==> src/rtl/mealy_seq_pkg.sv <==
// rtl/mealy_seq_pkg.sv - shared state encodings and encoder step function for the Mealy sequence codec
package mealy_seq_pkg;

  localparam int DEFAULT_WIDTH = 8;

  typedef enum logic [1:0] {
    S0    = 2'b00,
    S1    = 2'b01,
    S2    = 2'b10,
    S_ILL = 2'b11
  } state_e;

  typedef struct packed {
    state_e next;
    logic   y;
  } enc_step_t;

  // Same table the encoder uses; the decoder replays it with the recovered bit.
  function automatic enc_step_t enc_step(input state_e s, input logic x);
    enc_step_t r;
    r.next = S0;
    r.y    = 1'b0;
    case (s)
      S0:      begin r.next = x ? S2 : S1; r.y = ~x;   end
      S1:      begin r.next = x ? S0 : S2; r.y = x;    end
      S2:      begin r.next = x ? S2 : S1; r.y = ~x;   end
      default: begin r.next = S0;          r.y = 1'b0; end
    endcase
    return r;
  endfunction

endpackage

==> src/rtl/mealy_seq_decoder_if.sv <==
// rtl/mealy_seq_decoder_if.sv - recovered-word valid/ready stream
interface mealy_seq_decoder_if #(
  parameter int WIDTH = mealy_seq_pkg::DEFAULT_WIDTH
);
  logic [WIDTH-1:0] out_data;
  logic             out_valid;
  logic             out_ready;
  logic             out_parity_err;

  modport master (output out_data, output out_valid, output out_parity_err, input out_ready);
  modport slave  (input out_data, input out_valid, input out_parity_err, output out_ready);
endinterface

==> src/rtl/mealy_dec_core.sv <==
// rtl/mealy_dec_core.sv - per-bit inverse FSM tracking a mirror of the encoder state
module mealy_dec_core
  import mealy_seq_pkg::*;
(
  input  logic       clk,
  input  logic       reset,
  input  logic       sync,
  input  logic       code_in,
  input  logic       code_valid,
  output logic [1:0] state_reg,
  output logic       bit_out,
  output logic       bit_valid,
  output logic       dec_bit,
  output logic       dec_take
);

  state_e    state_q, state_d;
  logic      bit_q, bit_d;
  logic      bv_q, bv_d;
  enc_step_t step;

  always_comb begin
    // Only S1 passes the input through; S0 and S2 emit its complement.
    dec_bit  = (state_q == S1) ? code_in : ~code_in;
    step     = enc_step(state_q, dec_bit);
    state_d  = state_q;
    bit_d    = bit_q;
    bv_d     = 1'b0;
    dec_take = 1'b0;
    if (sync) begin
      state_d = S0;
    end else if (code_valid) begin
      if (state_q == S_ILL) begin
        state_d = S0;
      end else begin
        state_d  = step.next;
        bit_d    = dec_bit;
        bv_d     = 1'b1;
        dec_take = 1'b1;
      end
    end
  end

  always_ff @(posedge clk or posedge reset) begin
    if (reset) begin
      state_q <= S0;
      bit_q   <= 1'b0;
      bv_q    <= 1'b0;
    end else begin
      state_q <= state_d;
      bit_q   <= bit_d;
      bv_q    <= bv_d;
    end
  end

  assign state_reg = state_q;
  assign bit_out   = bit_q;
  assign bit_valid = bv_q;

endmodule

==> src/rtl/mealy_seq_decoder.sv <==
// rtl/mealy_seq_decoder.sv - Mealy sequence decoder with LSB-first word packing and valid/ready output
// Optional trailing even-parity bit per frame: MEALY_DEC_PARITY_EN.
module mealy_seq_decoder
  import mealy_seq_pkg::*;
#(
  parameter int WIDTH = DEFAULT_WIDTH
) (
  input  logic                clk,
  input  logic                reset,
  input  logic                sync,
  input  logic                code_in,
  input  logic                code_valid,
  output logic                bit_out,
  output logic                bit_valid,
  output logic [1:0]          state_reg,
  output logic                overflow,
  mealy_seq_decoder_if.master out_if
);

  localparam int CW = $clog2(WIDTH + 1);
  localparam int IW = $clog2(WIDTH);

  logic             dec_bit, dec_take;
  logic [WIDTH-1:0] shift_q, shift_d;
  logic [CW-1:0]    count_q, count_d;
  logic [WIDTH-1:0] data_q, data_d;
  logic             valid_q, valid_d;
  logic             perr_q, perr_d;
  logic             ovf_q, ovf_d;
  logic             word_done;
  logic [WIDTH-1:0] word;
  logic             word_perr;

  mealy_dec_core u_core (
    .clk        (clk),
    .reset      (reset),
    .sync       (sync),
    .code_in    (code_in),
    .code_valid (code_valid),
    .state_reg  (state_reg),
    .bit_out    (bit_out),
    .bit_valid  (bit_valid),
    .dec_bit    (dec_bit),
    .dec_take   (dec_take)
  );

  always_comb begin
    shift_d   = shift_q;
    count_d   = count_q;
    word_done = 1'b0;
    word      = shift_q;
    word_perr = 1'b0;
    if (sync) begin
      shift_d = '0;
      count_d = '0;
    end else if (dec_take) begin
`ifdef MEALY_DEC_PARITY_EN
      if (count_q == CW'(WIDTH)) begin
        word_done = 1'b1;
        word_perr = (^shift_q) != dec_bit;
        shift_d   = '0;
        count_d   = '0;
      end else begin
        shift_d[count_q[IW-1:0]] = dec_bit;
        count_d                  = count_q + CW'(1);
      end
`else
      word[count_q[IW-1:0]]    = dec_bit;
      shift_d[count_q[IW-1:0]] = dec_bit;
      if (count_q == CW'(WIDTH - 1)) begin
        word_done = 1'b1;
        shift_d   = '0;
        count_d   = '0;
      end else begin
        count_d = count_q + CW'(1);
      end
`endif
    end
  end

  always_comb begin
    data_d  = data_q;
    valid_d = valid_q;
    perr_d  = perr_q;
    ovf_d   = ovf_q;
    if (valid_q && out_if.out_ready) begin
      valid_d = 1'b0;
    end
    // A completed word may replace the one being consumed on the same edge.
    if (word_done) begin
      if (!valid_q || out_if.out_ready) begin
        data_d  = word;
        perr_d  = word_perr;
        valid_d = 1'b1;
      end else begin
        ovf_d = 1'b1;
      end
    end
  end

  always_ff @(posedge clk or posedge reset) begin
    if (reset) begin
      shift_q <= '0;
      count_q <= '0;
      data_q  <= '0;
      valid_q <= 1'b0;
      perr_q  <= 1'b0;
      ovf_q   <= 1'b0;
    end else begin
      shift_q <= shift_d;
      count_q <= count_d;
      data_q  <= data_d;
      valid_q <= valid_d;
      perr_q  <= perr_d;
      ovf_q   <= ovf_d;
    end
  end

  assign out_if.out_data       = data_q;
  assign out_if.out_valid      = valid_q;
  assign out_if.out_parity_err = perr_q;
  assign overflow              = ovf_q;

endmodule

==> src/flat_wrapper.sv <==
// flat-port wrapper written by rule: the top's interface ports become plain ports
module mealy_seq_decoder_flat import mealy_seq_pkg::*;
#(
  parameter int WIDTH = DEFAULT_WIDTH
)
  (clk, reset, sync, code_in, code_valid, bit_out, bit_valid, state_reg, overflow, out_if_out_data, out_if_out_valid, out_if_out_parity_err, out_if_out_ready);
  mealy_seq_decoder_if #(.WIDTH(WIDTH)) out_if_i ();
  input  logic clk;
  input  logic reset;
  input  logic sync;
  input  logic code_in;
  input  logic code_valid;
  output logic bit_out;
  output logic bit_valid;
  output logic [1:0] state_reg;
  output logic overflow;
  output wire logic [$bits(out_if_i.out_data)-1:0] out_if_out_data;
  output wire logic [$bits(out_if_i.out_valid)-1:0] out_if_out_valid;
  output wire logic [$bits(out_if_i.out_parity_err)-1:0] out_if_out_parity_err;
  input wire logic [$bits(out_if_i.out_ready)-1:0] out_if_out_ready;
  assign out_if_out_data = out_if_i.out_data;
  assign out_if_out_valid = out_if_i.out_valid;
  assign out_if_out_parity_err = out_if_i.out_parity_err;
  assign out_if_i.out_ready = out_if_out_ready;
  mealy_seq_decoder #(.WIDTH(WIDTH)) u_core (.clk(clk), .reset(reset), .sync(sync), .code_in(code_in), .code_valid(code_valid), .bit_out(bit_out), .bit_valid(bit_valid), .state_reg(state_reg), .overflow(overflow), .out_if(out_if_i));
endmodule
==> config.mk <==
export PLATFORM = sky130hd
export DESIGN_NAME = mealy_seq_decoder_flat
export DESIGN_NICKNAME = d
export VERILOG_FILES = /design/src/rtl/mealy_seq_pkg.sv /design/src/rtl/mealy_seq_decoder_if.sv /design/src/rtl/mealy_dec_core.sv /design/src/rtl/mealy_seq_decoder.sv /design/src/flat_wrapper.sv
export SDC_FILE = /design/constraint.sdc
export NUM_CORES = 1
export LEC_CHECK = 0
export ABC_AREA = 1
export BUFFER_PORTS_ARGS = -buffer_cell sky130_fd_sc_hd__buf_2
export CAP_MARGIN = 10
export CORE_MARGIN = 5
export CORE_UTILIZATION = 42
export DETAILED_ROUTE_END_ITERATION = 10
export GPL_TIMING_DRIVEN = 0
export HOLD_SLACK_MARGIN = 0.15
export SETUP_SLACK_MARGIN = 0.2
export SKIP_LAST_GASP = 1
export SLEW_MARGIN = 20
export SYNTH_ARGS = -nofsm -noshare
export SYNTH_HDL_FRONTEND = slang
export SYNTH_SLANG_ARGS = --single-unit
==> constraint.sdc <==
create_clock -name clk -period 1.95 [get_ports clk]
set_input_delay 0 -clock clk [delete_from_list [all_inputs] [get_ports clk]]
set_output_delay 0 -clock clk [all_outputs]
set_load 0.01 [all_outputs]
# After elaboration in Yosys (flattened, before gate mapping)
# Cells that the tools add are included.
# totals
register_bits,26
word_cells,58
output_inout_bits,15
inputBits,6
# classes
n_bitwise,5
add_sub_neg,1
order_cmp,2
muxes,27
n_reduce_logical,11
eq_ne,4
# op_table
cell,count
$mux W8,5
$mux W4,3
$mux W1,11
$mux W2,5
$bwmux W8,1
$pmux W3 S2,1
$not A1 Y1,5
$add A4 B1 Y4 const B,1
$eq A2 B2 Y1 const B,2
$eq A4 B3 Y1 const B,1
$lt A3 B4 Y1 const B,1
$reduce_and A2 Y1,2
$reduce_bool A2 Y1,2
$demux W1 S3,1
$ge A3 B1 Y1 const B,1
$reduce_and A3 Y1,1
$eq A2 B1 Y1 const B,1
$logic_and A1 B1 Y1,2
$logic_not A2 Y1,1
$reduce_or A2 Y1,1
$logic_not A1 Y1,1
$logic_or A1 B1 Y1,1

# Logic depth before layout (Yosys ltp)
# Gate-level depths: netlist (run 1).
# logic_depth
depth_word,8
ltp_mapped,8
depth_no_buf,8

# Modules after synthesis
# From an unflattened synthesis (run 1), not the netlist that was laid out.
# unflattened
hier_cells,175
hier_area_um2,1336.3
# modules_own_cells
mod,instances,area_each_um2,cells_per_inst,seq_area_each_um2
mealy_seq_decoder,1,1139.8,150,550.5
mealy_dec_core,1,196.4,25,100.1

# Worst setup path before layout (run 1)
# Ideal clock, no wire load.
# synth_timing
kind,register to register
start,reg u_core.count_q[1]
end,"reg u_core.data_q[6], in the netlist u_core.out_if.out_data[6]"
arrival_ns,1.130
path_buffers,0
path_slack_ns,0.707
synth_period_minus_slack_ns,1.243
setup_time_ns,0.113
path_stages_with_launch,7
required_time_ns,1.837
cell_sequence,dfrtp_1 -> ha_1 -> nand3_2 -> nor3_4 -> nand2_1 -> nand2_1 -> inv_1
# synth_between
elab_chain_len,7
word_cells_on_any_way,13
cone_classes,order compare (2); eq/ne (1); mux (8); reduce/logical (2)
# synth_lines
element,line,text
from (decl),mealy_seq_decoder.sv:25,"logic [CW-1:0] count_q, count_d;"
from (signal assigned),mealy_seq_decoder.sv:111,count_q <= count_d;
$lt A3 B4 Y1 (not written as such) or $ge A3 B1 Y1 (tied branches),mealy_seq_decoder.sv:68,word[count_q[IW-1:0]] = dec_bit;
$logic_and A1 B1 Y1 (not written as such),mealy_seq_decoder.sv:68,
$mux W1 (not written as such),mealy_seq_decoder.sv:68,
$demux W1 S3,n/a,
$bwmux W8,mealy_seq_decoder.sv:68,
$mux W8,mealy_seq_decoder.sv:56,end else if (dec_take) begin
$mux W8,mealy_seq_decoder.sv:53,if (sync) begin
to (signal assigned),mealy_seq_decoder.sv:112,data_q <= data_d;
to (decl),mealy_seq_decoder.sv:26,"logic [WIDTH-1:0] data_q, data_d;"
# Parallel ways exist; a longest one is shown, timed or not.
# A chain may end at the register's enable or synchronous reset.

# Worst setup path in the final report (run 1)
# layout_timing
start,"reg u_core.u_core.state_q[0], in the netlist u_core.u_core.state_reg[0]"
end,reg u_core.shift_q[4]
# layout_between
elab_chain_len,6
word_cells_on_any_way,11
cone_classes,eq/ne (2); mux (8); reduce/logical (1)
# layout_lines
element,line,text
from (decl),mealy_dec_core.sv:17,"state_e state_q, state_d;"
from (signal assigned),mealy_dec_core.sv:50,state_q <= state_d;
$eq A2 B1 Y1,mealy_dec_core.sv:24,dec_bit = (state_q == S1) ? code_in : ~code_in;
$mux W1,mealy_dec_core.sv:24,
$bwmux W8,mealy_seq_decoder.sv:69,shift_d[count_q[IW-1:0]] = dec_bit;
$mux W8,mealy_seq_decoder.sv:70,if (count_q == CW'(WIDTH - 1)) begin
$mux W8,mealy_seq_decoder.sv:56,
$mux W8,mealy_seq_decoder.sv:53,
to (signal assigned),mealy_seq_decoder.sv:110,shift_q <= shift_d;
to (decl),mealy_seq_decoder.sv:24,"logic [WIDTH-1:0] shift_q, shift_d;"
# Parallel ways exist; a longest one is shown, timed or not. The select of a mux whose other input is x is not followed.

==> metrics.md, run 1 <==
| Metric | Value |
|---|---|
| Initial Util | 42.9% |
| Final TNS setup | 0 ns |
| Part of the power in combinational logic | 13.0% |
| Core area | 2980 um2 |
| Clock Power Share | 28.7% |
| Clock skew | 0.0133 ns |
| Slew @ Worst Pin | 0.550 ns |
| Iteration-0 DRC count of the detailed router | 30 |
| Mapped Nets | 169 |
| Max clock buf depth | 2 |
| Final Hold Viols | 0 |
| Largest stage delay on the critical path | 0.57 ns |
| CP arrival | 1.90 ns |
| Insertion delay to the later sink of the worst-skew pair | 0.33 ns |
| Ratio of final minimum period to clock period | 83.3% |
| Most frequent cell after synthesis | nand2_1 |
| Initial antenna violation count | 0 |
| Switching part of the total | 26.3% |
| Min Tclk post-route | 1.62 ns |
| Total CTS buffers | 3 |
| Yosys reg bits | 26 |
| I/O Buffers | 19 |
| Synth-to-layout area growth | 21.4% |
| Max Slew Vio Count | 0 |
| Fin util | 52.1% |
| Hold Path Class | primary input to async pin |
| P_sw | 256 uW |
| Max Clk Rate | 616 MHz |
| Synth async-reset ratio | 100% |
| Cell area power density | 628 nW/um2 |
| Post-synth EDFFs | 0 |
| CTS tree | done |
| DPL Wire Length | 1.84 mm |
| # setup viols final | 0 |
| Leak | 0.862 nW |
| First-pass GRT wire length | 4.55 mm |
| Syn_area_per_cell | 7.89 um2 |
| Avg WL per Cell | 11.5 um |
| Clock Tree Root | clkbuf_4 |
| R2r worst-path depth | 5 |
| Outcome | finished, final reports clean |
| Finished Cell Area | 1550 um2 |
| H-Tree Depth | 1 |
| GRT Resource Usage Total | 13.9% |
| Seq pwr share | 58.3% |
| Ys flop type | dfrtp_1 |
| Cell Area, Placed | 1410 um2 |
| Vias per cell | 4.74 |
| GPL Wtd Cong | 0.833 |
| Synth top area cells | dfrtp_1 (51%), nand2_1 (16%), nor2_1 (7.3%), inv_1 (5.9%), o21ai_0 (3.5%) |
| Cell mode on critical path | nand2_1 |
| Yosys top cell by area | dfrtp_1 |
| Yosys warning total | 0 |
| Synth top area share | 50.9% |
| Largest net degree at the start of global routing | 27 |
| Sink Count | 26 |
| Clk pin slew, worst setup/hold paths | 0.15 ns |
| Crit Path Class | flop to flop |
| Top cells by count, synth | nand2_1 (56), dfrtp_1 (26), nor2_1 (25), inv_1 (20), o21ai_0 (9) |
| Gr ovfl total | 0 |
| Max Cap Viol | 0 |
| Ports | 21 |
| Post-Syn Area | 1280 um2 |
| Syn Inst Count | 162 |
| Post-Route WL | 2.62 mm |
| Nets | 204 |
| Remaining antenna violation count after routing | 0 |
| Cell Chain, Critical Path | nand2_2, a21oi_4, nand2_1, dlygate4sd3_1, nand2_1 |
| Relative slew margins | 63.3% |
| Height of the die | 65.2 um |
| Crit path launch | u_core.u_core.state_reg[0] |
| Setup crit end kind | flop |
| Total die area | 4240 um2 |
| WP data required | 2.22 ns |
| Slowest cell on the critical path | dlygate4sd3_1 |
| VDD IR max | 0.319 mV |
| WHS | 0.238 ns |
| Sequential cell area fraction in the yosys report | 50.9% |
| R2r startpoint | u_core.u_core.state_reg[0] |
| Pint | 718 uW |
| Number of cell rows | 20 |
| DR vias | 1085 |
| Die X | 65.2 um |
| Startpoint Class | flop |
| N_diodes | 0 |
| CP Max Fanout | 8 |
| DRC | 0 |
| Vias in the first global route | 1062 |
| Unrepaired setup endpoints after global routing | no |
| Pre-antenna DRT Iters | 4 |
| Layout cells sized above 1 | 19.4% |
| Distinct cell type count after synthesis | 22 |
| Design Power | 973 uW |
## routing by layer
layer | global-route usage (%) | vias up | share of wire (%)
li1 | - | 565 | -
met3 | 2.56 | 6 | 4.3
met1 | 17.3 | 492 | 46
met2 | 23.4 | 22 | 48
met4 | 6.22 | 0 | 2.2
met5 | 0 | - | 0
## metrics by stage
step / worst slack [ns] / std cells
2_1_floorplan: 0.707 / 162
3_3_place_gp: 0.481 / 214
3_5_place_dp: 0.432 / 214
4_1_cts: 0.323 / 225
5_1_grt: 0.227 / 229
6_report: 0.326 / 229
## path summary, 6_finish.rpt
check	to	slack [ns]
max	u_core.shift_q[4]	0.33
min	u_core.u_core.state_reg[1]	0.24
max reg2reg	u_core.shift_q[4]	0.33
min reg2reg	u_core.shift_q[0]	0.50
max in group asynchronous	u_core.out_if.out_data[5]	1.33
min in group clk	u_core.shift_q[0]	0.50
## cells in the final DEF (no fill, tap or decap), types with 2 or more instances in the layout
cell and count:
buf_2 20, buf_4 5, clkbuf_4 3, dfrtp_1 26, dlygate4sd3_1 7, inv_1 19
inv_2 3, nand2_1 56, nand2_2 2, nand3_1 6, nor2_1 25, o21ai_0 9
o21bai_1 2, o22ai_1 2
## cells by family after synthesis
logic type	Yosys count	share of synthesized area (%)
AOI/OAI and AO/OA	16	8.42
buffers and inverters	24	7.44
other	1	0.294
and+or+nand+nor	92	30.6
DFF	26	50.9
adders and majority gates	1	0.979
xor gates and xnor gates	2	1.37
## critical path, delay by kind of cell (launching register included)
kind	cells	cell delay (ns)
AO/OA/AOI/OAI	1	0.26
buffers and inverters	1	0.57
flip-flops	1	0.46
AND/OR/NAND/NOR	3	0.28
## layout make-up
class	count	area, um2
fillers	294	1430
plain buffers	2	12.5
inverters	22	82.6
clock buffers	4	36.3
multi-input cells	112	532
flip-flops and latches	26	651
repair buffers	30	195
well taps	33	41.3
## power by group through the flow
stage / logic, mW / registers, mW / clock network (mW)
after floorplan: 0.0709 / 0.581 / 0
after global placement: 0.111 / 0.577 / 0
after detailed placement: 0.112 / 0.578 / 0
after CTS: 0.121 / 0.567 / 0.285
after global routing: 0.144 / 0.571 / 0.312
final: 0.126 / 0.567 / 0.280
## timing repair
item,4_1_cts,5_1_grt
hold buffers,7,0
endpoints found under the setup margin,0,1
resized for setup,0,0
buffers inserted,0,4
endpoints found under the hold margin,44,0
Power figures use the tool's default switching activity.
==> inputs of run 2 (changes only) <==
==> constraint.sdc (replaced) <==
create_clock -name clk -period 1.3 [get_ports clk]
set_input_delay 0 -clock clk [delete_from_list [all_inputs] [get_ports clk]]
set_output_delay 0 -clock clk [all_outputs]
set_load 0.01 [all_outputs]
==> metrics.md, run 2 (same netlist as run 1, synthesis figures left out) <==
| Metric | Value |
|---|---|
| N_diodes | 0 (unchanged) |
| H-Tree Depth | 1 (unchanged) |
| Min Tclk post-route | 1.31 ns (-0.317 ns) |
| Largest stage delay on the critical path | 0.48 ns (-0.09 ns) |
| Pint | 1.06 mW (+47%) |
| Met1 Track Usage GR | 19.7% (+2.4 points) |
| Layout cells sized above 1 | 36.1% (+17 points) |
| Avg WL per Cell | 12.2 um (+6.2%) |
| GRT Resource Usage Total | 14.6% (+0.72 points) |
| Sink Count | 26 (unchanged) |
| Post-Route WL | 2.90 mm (+10%) |
| Die X | 65.2 um (unchanged) |
| I/O Buffers | 19 (unchanged) |
| Final std cells w/o fill | 238 (+3.9%) |
| Core area | 2980 um2 (unchanged) |
| WP data required | 1.53 ns (-0.69 ns) |
| Synth-to-layout area growth | 36.4% |
| Crit Path Class | flop to flop |
| Ratio of final minimum period to clock period | 101% (+17 points) |
| Clock Power Share | 25.0% (-3.7 points) |
| Ports | 21 (unchanged) |
| Reg2reg setup slack | -0.008 ns (-0.33 ns) |
| Worst setup margin | -0.00751 ns (-0.333 ns) |
| GRT met3 Usage | 2.74% (+0.17 points) |
| Unrepaired setup endpoints after global routing | yes |
| VDD IR max | 0.478 mV (+50%) |
| Violated checks | setup timing |
| Gr ovfl total | 0 (unchanged) |
| Leak | 0.940 nW (+9.0%) |
| P_sw | 411 uW (+61%) |
| Total die area | 4240 um2 (unchanged) |
| Part of the power in combinational logic | 16.7% (+3.7 points) |
| DRC | 0 (unchanged) |
| Clock skew | 0.0166 ns (+0.00334 ns) |
| Most common cell after layout, fill and taps aside | nand2_1 |
| Relative slew margins | 63.2% (-0.13 points) |
| Seq pwr share | 58.3% (about the same) |
| Vias in the first global route | 1075 (+1.2%) |
| Max Cap Viol | 0 (unchanged) |
| Cell area power density | 842 nW/um2 (+34%) |
| Nets | 213 (+4.4%) |
| CTS tree | done |
| Slew @ Worst Pin | 0.551 ns (+0.00189 ns) |
| CP Max Fanout | 6 (-2) |
| GPL Wtd Cong | 0.830 (-0.46%) |
| DR vias | 1150 (+6.0%) |
| Iteration-0 DRC count of the detailed router | 34 (+13%) |
| Hold Path Class | primary input to async pin |
| Crit path max-delay family | simple AND/OR/NAND/NOR gates |
| Vias per cell | 4.83 (+2.0%) |
| Busiest layer in global routing | met2 |
| First-pass GRT wire length | 4.84 mm (+6.2%) |
| Final Hold Viols | 0 (unchanged) |
| Pre-antenna DRT Iters | 4 (unchanged) |
| Total CTS buffers | 3 (unchanged) |
| Largest net degree at the start of global routing | 27 (unchanged) |
| Final TNS setup | -0.00751 ns (-0.00751 ns) |
| Max Slew Vio Count | 0 (unchanged) |
| DPL Wire Length | 1.87 mm (+2.1%) |
| Inst Count DP | 214 (unchanged) |
| Remaining antenna violation count after routing | 0 (unchanged) |
| # setup viols final | 1 (+1) |
| Startpoint Class | flop |
| CP bufs+invs | 2 (+1) |
| Cell Chain, Critical Path | nand2_4, nand3_4, nor3_4, buf_6, nand2_2, nand2_1, inv_1 |
| Switching part of the total | 28.0% (+1.7 points) |
| CP arrival | 1.54 ns (-0.36 ns) |
| Clk pin slew, worst setup/hold paths | 0.15 ns (about the same) |
| Slowest cell on the critical path | dfrtp_2 |
| Max Clk Rate | 765 MHz (+24%) |
| Design Power | 1.47 mW (+51%) |
| Highest-count cells in the layout ignoring fill and taps | nand2_1 (48), dfrtp_1 (24), buf_2 (19) |
| Setup crit end kind | flop |
| Height of the die | 65.2 um (unchanged) |
| Number of cell rows | 20 (unchanged) |
| Initial Util | 42.9% (unchanged) |
| Clock Tree Root | clkbuf_4 |
| GR Util met2 | 23.4% (unchanged) |
| Insertion delay to the later sink of the worst-skew pair | 0.33 ns (about the same) |
| Initial antenna violation count | 0 (unchanged) |
| Outcome | finished with violations |
| Max clock buf depth | 2 (unchanged) |
[run 2: path summary, 6_finish.rpt]
kind | start | end | depth (start not counted)
setup / recovery | u_core.u_core.state_reg[0] | u_core.out_if.out_data[7] | 7
hold / removal | reset | u_core.shift_q[7] | 3
setup reg to reg | u_core.u_core.state_reg[0] | u_core.out_if.out_data[7] | 7
hold reg to reg | u_core.shift_q[2] | u_core.shift_q[2] | 2
max in group asynchronous | reset | u_core.u_core.state_reg[0] | 3
min in group clk | code_in | u_core.u_core.state_reg[1] | 3
[run 2: power groups by stage]
stage                     Sequential [mW]  Clock (mW)  Combinational, mW
after floorplan                     0.876           0              0.110
after global placement              0.870           0              0.171
after detailed placement            0.871           0              0.175
after CTS                           0.854       0.370              0.202
after global routing                0.860       0.420              0.271
final                               0.856       0.367              0.245
[run 2: layout make-up]
| class | instances | area, um2 |
|---|---|---|
| sequential | 26 | 653 |
| inverter | 22 | 90.1 |
| buffer | 2 | 15.0 |
| tap | 33 | 41.3 |
| multi-input combinational | 112 | 644 |
| timing repair buffer | 39 | 273 |
| fill | 263 | 1230 |
| clock buffer | 4 | 26.3 |
[run 2: metal layers]
layer	up-vias	wire (um)
li1	586	-
met1	544	1320
met2	15	1430
met3	5	95
met4	0	46
met5	-	0
[run 2: worst min-delay path: stages]
cell	delay, ns
dlygate4sd3_1	0.53
buf_2	0.12
inv_2	0.40
[run 2: per-stage QoR]
stage                     worst slack [ns]  hold WS (ns)  util, %  cell area, um2
after CTS                          0.00897       -0.0840     53.3            1590
final                             -0.00751         0.236     58.5            1740
after global placement             -0.0784         0.225     48.5            1450
after detailed placement           -0.0988         0.232     48.5            1450
after global routing               -0.0785         0.292     58.5            1740
after floorplan                     0.0973        0.0399        -            1310
[run 2: what timing repair did]
| item | CTS | global route |
|---|---|---|
| hold buffers | 4 | 1 |
| endpoints found under the hold margin | 44 | 26 |
| setup endpoints to repair | 21 | 23 |
| setup buffers | 8 | 7 |
| resized for setup | 7 | 35 |
| pin swaps | 6 | 15 |
